--- src/rtl/dff_serial_deserializer_if.sv ---
// Output-side bus of the serial deserializer: one-entry word register with a
// valid/ready handshake plus an overrun pulse.
//   master : deserializer side (drives out_data/out_valid/overrun[/parity_err])
//   slave  : consumer side (drives out_ready)
// Optional: DESER_PARITY_EN adds parity_err, which qualifies out_data.
interface dff_serial_deserializer_if #(
   parameter int WIDTH = 8
);
   logic [WIDTH-1:0] out_data;
   logic             out_valid;
   logic             out_ready;
   logic             overrun;
`ifdef DESER_PARITY_EN
   logic             parity_err;
`endif

   modport master (
      output out_data, out_valid, overrun,
`ifdef DESER_PARITY_EN
      output parity_err,
`endif
      input  out_ready
   );

   modport slave (
      input  out_data, out_valid, overrun,
`ifdef DESER_PARITY_EN
      input  parity_err,
`endif
      output out_ready
   );
endinterface

--- src/rtl/dff_serial_deserializer.sv ---
// Serial-to-parallel deserializer fed by a single-bit DFF stage.
// Samples d on rising edges where the active-low strobe en is 0, assembles
// WIDTH-bit words (MSB_FIRST selects bit order) and hands each completed word
// to a one-entry output register with a valid/ready handshake. A word that
// completes while the register is full and not draining is dropped and
// flagged by a one-cycle overrun pulse.
// Ports:
//   clk   - clock, rising edge
//   rst   - asynchronous active-low reset
//   d     - serial bit
//   en    - active-low bit strobe (1 = hold)
//   bus   - dff_serial_deserializer_if.master (out_data, out_valid,
//           out_ready, overrun[, parity_err])
// Optional feature macro: DESER_PARITY_EN -- each frame carries one trailing
// even-parity bit; the word is handed off on the parity edge and parity_err
// reports the check result alongside out_data.
module dff_serial_deserializer #(
   parameter int WIDTH     = 8,
   parameter bit MSB_FIRST = 1'b1
) (
   input  logic clk,
   input  logic rst,
   input  logic d,
   input  logic en,
   dff_serial_deserializer_if.master bus
);
   localparam int CW = $clog2(WIDTH + 2);

   logic [WIDTH-1:0] sr;
   logic [WIDTH-1:0] sr_shift;
   logic [CW-1:0]    cnt;
   logic             strobe;
   logic             last_bit;
   logic             done;
   logic [WIDTH-1:0] word;

   logic [WIDTH-1:0] data_q;
   logic             valid_q;
   logic             overrun_q;
   logic             drain;

   assign strobe   = ~en;
   assign last_bit = strobe && (cnt == CW'(WIDTH - 1));
   assign drain    = valid_q && bus.out_ready;

   // MSB-first shifts left so the first bit ends in sr[WIDTH-1];
   // LSB-first shifts right so the first bit ends in sr[0].
   always_comb begin
      sr_shift = sr;
      if (MSB_FIRST) sr_shift = {sr[WIDTH-2:0], d};
      else           sr_shift = {d, sr[WIDTH-1:1]};
   end

`ifdef DESER_PARITY_EN
   typedef enum logic {COLLECT, PARITY} state_t;
   state_t state;
   logic   perr_q;
   logic   perr;

   // Data is already complete in sr when the parity bit arrives.
   assign done = strobe && (state == PARITY);
   assign word = sr;
   assign perr = (^sr) ^ d;

   always_ff @(posedge clk or negedge rst) begin
      if (!rst) begin
         state <= COLLECT;
         sr    <= '0;
         cnt   <= '0;
      end else if (strobe) begin
         case (state)
            COLLECT: begin
               sr <= sr_shift;
               if (last_bit) begin
                  cnt   <= '0;
                  state <= PARITY;
               end else begin
                  cnt <= cnt + CW'(1);
               end
            end
            PARITY:  state <= COLLECT;
            default: state <= COLLECT;
         endcase
      end
   end
`else
   // Word completes on the WIDTH-th bit; hand off the post-shift value.
   assign done = last_bit;
   assign word = sr_shift;

   always_ff @(posedge clk or negedge rst) begin
      if (!rst) begin
         sr  <= '0;
         cnt <= '0;
      end else if (strobe) begin
         sr  <= sr_shift;
         cnt <= last_bit ? '0 : cnt + CW'(1);
      end
   end
`endif

   // Output register: a completing word loads if the slot is empty or is
   // draining on this same edge; otherwise it is dropped and overrun pulses.
   always_ff @(posedge clk or negedge rst) begin
      if (!rst) begin
         data_q    <= '0;
         valid_q   <= 1'b0;
         overrun_q <= 1'b0;
`ifdef DESER_PARITY_EN
         perr_q    <= 1'b0;
`endif
      end else begin
         overrun_q <= 1'b0;
         if (done) begin
            if (!valid_q || drain) begin
               data_q  <= word;
               valid_q <= 1'b1;
`ifdef DESER_PARITY_EN
               perr_q  <= perr;
`endif
            end else begin
               overrun_q <= 1'b1;
            end
         end else if (drain) begin
            valid_q <= 1'b0;
`ifdef DESER_PARITY_EN
            perr_q  <= 1'b0;
`endif
         end
      end
   end

   assign bus.out_data  = data_q;
   assign bus.out_valid = valid_q;
   assign bus.overrun   = overrun_q;
`ifdef DESER_PARITY_EN
   assign bus.parity_err = perr_q;
`endif
endmodule

--- src/flat_wrapper.sv ---
// flat-port wrapper written by rule: the top's interface ports become plain ports
module dff_serial_deserializer_flat 
#(
   parameter int WIDTH     = 8,
   parameter bit MSB_FIRST = 1'b1
)
  (clk, rst, d, en, bus_out_data, bus_out_valid, bus_overrun, bus_out_ready);
  dff_serial_deserializer_if #(.WIDTH(WIDTH)) bus_i ();
  input  logic clk;
  input  logic rst;
  input  logic d;
  input  logic en;
  output wire logic [$bits(bus_i.out_data)-1:0] bus_out_data;
  output wire logic [$bits(bus_i.out_valid)-1:0] bus_out_valid;
  output wire logic [$bits(bus_i.overrun)-1:0] bus_overrun;
  input wire logic [$bits(bus_i.out_ready)-1:0] bus_out_ready;
  assign bus_out_data = bus_i.out_data;
  assign bus_out_valid = bus_i.out_valid;
  assign bus_overrun = bus_i.overrun;
  assign bus_i.out_ready = bus_out_ready;
  dff_serial_deserializer #(.WIDTH(WIDTH), .MSB_FIRST(MSB_FIRST)) u_core (.clk(clk), .rst(rst), .d(d), .en(en), .bus(bus_i));
endmodule
--- config.mk ---
export PLATFORM = sky130hd
export DESIGN_NAME = dff_serial_deserializer_flat
export DESIGN_NICKNAME = d
export VERILOG_FILES = /design/src/rtl/dff_serial_deserializer_if.sv /design/src/rtl/dff_serial_deserializer.sv /design/src/flat_wrapper.sv
export SDC_FILE = /design/constraint.sdc
export NUM_CORES = 1
export LEC_CHECK = 0
export ABC_AREA = 1
export BUFFER_PORTS_ARGS = -buffer_cell sky130_fd_sc_hd__buf_2
export CAP_MARGIN = 30
export CORE_MARGIN = 5
export CORE_UTILIZATION = 45
export CTS_BUF_LIST = sky130_fd_sc_hd__clkbuf_8 sky130_fd_sc_hd__clkbuf_16
export CTS_CLUSTER_SIZE = 16
export DETAILED_ROUTE_END_ITERATION = 16
export GPL_TIMING_DRIVEN = 0
export PLACE_DENSITY = 0.75
export SKIP_CTS_REPAIR_TIMING = 1
export SLEW_MARGIN = 20
export SYNTH_ARGS = -nofsm -noshare
export SYNTH_HDL_FRONTEND = slang
export SYNTH_SLANG_ARGS = --single-unit
--- constraint.sdc ---
create_clock -name clk -period 1.55 [get_ports clk]
set_clock_uncertainty 0.05 [all_clocks]
set_input_delay 0.3875 -clock clk [delete_from_list [all_inputs] [get_ports clk]]
set_output_delay 0.3875 -clock clk [all_outputs]
set_load 0.03 [all_outputs]
==> results.cfg <==
[detailed_routing]
vias = 622
top_layer_used = met4
viasPerCell = 4.35
drcViolationCount = 0
totalWireLength_mm = 1.50
wl_met2_microns = 693
ant_nets = 0
wl_met1_microns = 733
wl_met3_microns = 64
drtPass1Iterations = 4
wl_per_cell_microns = 10.5
detail_route.iter0.violations = 8

[timing]
finalSetupViolations = 0
fmax_ghz = 0.796
tightest_slew_ns = 0.462
hold_violations = 0
slew_viol_final = 0
finalCritPeriodShare_pct = 81.0
slew_headroom_pct = 69.2
rsz0062_at_grt = no
layout_setup_ws_ns = 0.294
fin_setup_tns_ns = 0
finalCriticalPeriod_ns = 1.26

[synth]
ys_top_cells_by_area = dfrtp_1 (58%), nand2_1 (19%), nand3_1 (5.6%)
ys.flop_type = dfrtp_1
synth-seq-cells = 21
synth_top_area_share_pct = 58.4
synth_most_common_cell = nand2_1
yosysUniqueCellTypes = 16
synth_area_sq_um = 900
synth_nets = 104
postSynthAreaPerCell_sq_um = 9.18
synth_edf_count = 0
yosys_warnings = 0
yosysSeqAreaShare_pct = 58.4
syn-instance-count = 98
synth_commonest_cells = nand2_1 (46), dfrtp_1 (21), nand3_1 (10)
yosys.area.top_type = dfrtp_1
async_reset_ff_share_pct = 100

[clock_network]
clk_path_buf_depth = 2
cts.htree.levels = 1
cts_tree = done
cts_sinks = 21
cts_made_buffers = 3
clk_latency_ns = 0.25
clkSlewWorstSetupHoldPaths_ns = 0.07
cts-root-buf = clkbuf_8

[worst_hold_path]
min_path_type = in -> async

[floorplan]
die_x_microns = 54.7
die_area_sq_um = 2990
die_h_microns = 54.7
initial_utilization_pct = 46.3
ioPinCount = 15
design.core.area_sq_um = 1940
rows = 16

[place]
io_buffers = 14
gp_congestion = 0.760
place_worst_setup_slack_ns = 0.329
place_hpwl_mm = 1.11

[worst_setup_path]
arrival_ns = 0.82
cp-end-kind = output pin
path_cells = buf_2
reg2reg_slack_ns = 0.32
cp_slowest_stage_delay_ns = 0.39
crit_path_max_fanout = 2
cpMaxStageDelayCell = dfrtp_1
worstPathRequired_ns = 1.11
crit_buf_inv = 1
r2r-start = u_core.cnt[1]
startpoint_type = flop
cp_top_family = flip-flops
path_class = reg -> out
r2r-end = u_core.bus.out_data[2]
reg2reg_depth = 6

[global_route]
grt_usage_pct = 11.5
globalRouteOverflowTotal = 0
grt_pass1_vias = 577
grt_pass1_wl_mm = 2.42
antenna_found_initial = 0
grt_max_degree = 22

[power_and_ir_drop]
power_density_nw_per_um2 = 1710
p_leak_nw = 0.616
peakVddDrop_v = 0.000882

[layout]
fill_cells = 179
area_delta_synth_final_pct = 16.6
nNetsFinal = 123
antenna_cells = 0
drive_above_1_share_pct = 24.1

[flow_run]
maxCapViolCount = 0

[run_status]
outcome = complete, no violations
-- power breakdown --
part	internal, mW	leakage [nW]	switching [mW]	total, mW
registers	0.706	0.270	0.104	0.811
logic	0.198	0.319	0.444	0.642
clock network	0.176	0.0269	0.163	0.339
-- through the flow --
step	hold WS (ns)	utilization (%)	cell area [sq um]	instances	power, mW
4_1_cts	0.0419	54.0	1050	143	1.81
2_1_floorplan	0.0419	-	900	98	1.30
5_1_grt	0.0772	54.0	1050	143	1.89
3_5_place_dp	0.318	51.7	1000	139	1.47
3_3_place_gp	0.310	51.7	1000	139	1.45
6_report	0.0274	54.0	1050	143	1.79
-- cell families (layout without fill, tap and decap cells) --
logic type                 Yosys count  after routing  share of synthesized area (%)
DFF                                 21             21                           58.4
AOI/OAI and AO/OA                    2              2                           1.11
xor gates and xnor gates             1              1                          0.974
buffers and inverters                9             27                           4.73
and+or+nand+nor                     64             64                           33.4
adders and majority gates            1              1                           1.39
-- cell usage in the layout, fill, tap and decap left out, drive strengths merged --
cell type   n
nand2      48
a21oi       2
buf        16
ha          1
dfrtp      21
clkbuf      3
nand3      11
xnor2       1
inv         8
nor2        5
-- worst max-delay path by stage --
stage / start / endpoint / slack, ns / depth (start not counted)
after floorplan: u_core.cnt[1] / u_core.bus.out_data[0] / 0.43 / 6
after global placement: u_core.cnt[1] / u_core.bus.out_data[1] / 0.36 / 6
after detailed placement: u_core.cnt[1] / u_core.bus.out_data[2] / 0.33 / 6
after CTS: u_core.bus.out_data[2] / bus_out_data[2] / 0.29 / 1
after global routing: u_core.cnt[1] / u_core.bus.out_data[7] / 0.26 / 6
final: u_core.bus.out_data[7] / bus_out_data[7] / 0.29 / 1
-- cell type report --
type                    count  area, sq um  share of cell area [%]
plain buffers               2         16.3                    1.55
clock buffers               3         41.3                    3.94
multi-input cells          68          332                    31.6
flip-flops and latches     21          526                    50.1
clock inverters             1         3.75                   0.358
inverters                   7         26.3                    2.51
repair buffers             14         70.1                    6.68
well taps                  27         33.8                    3.22
-- state kept, by name, indices dropped and copies added (netlist names) --
name / flops
u_core.bus.out_valid: 1
u_core.sr: 7
u_core.bus.overrun: 1
u_core.bus.out_data: 8
u_core.cnt: 4
-- layer usage --
| layer | global-route usage, % | vias up |
|---|---|---|
| li1 | - | 338 |
| met1 | 14.5 | 275 |
| met2 | 18.1 | 7 |
| met3 | 2.72 | 2 |
| met4 | 6.22 | 0 |
| met5 | 0 | - |
(Power assumes the default switching activity.)
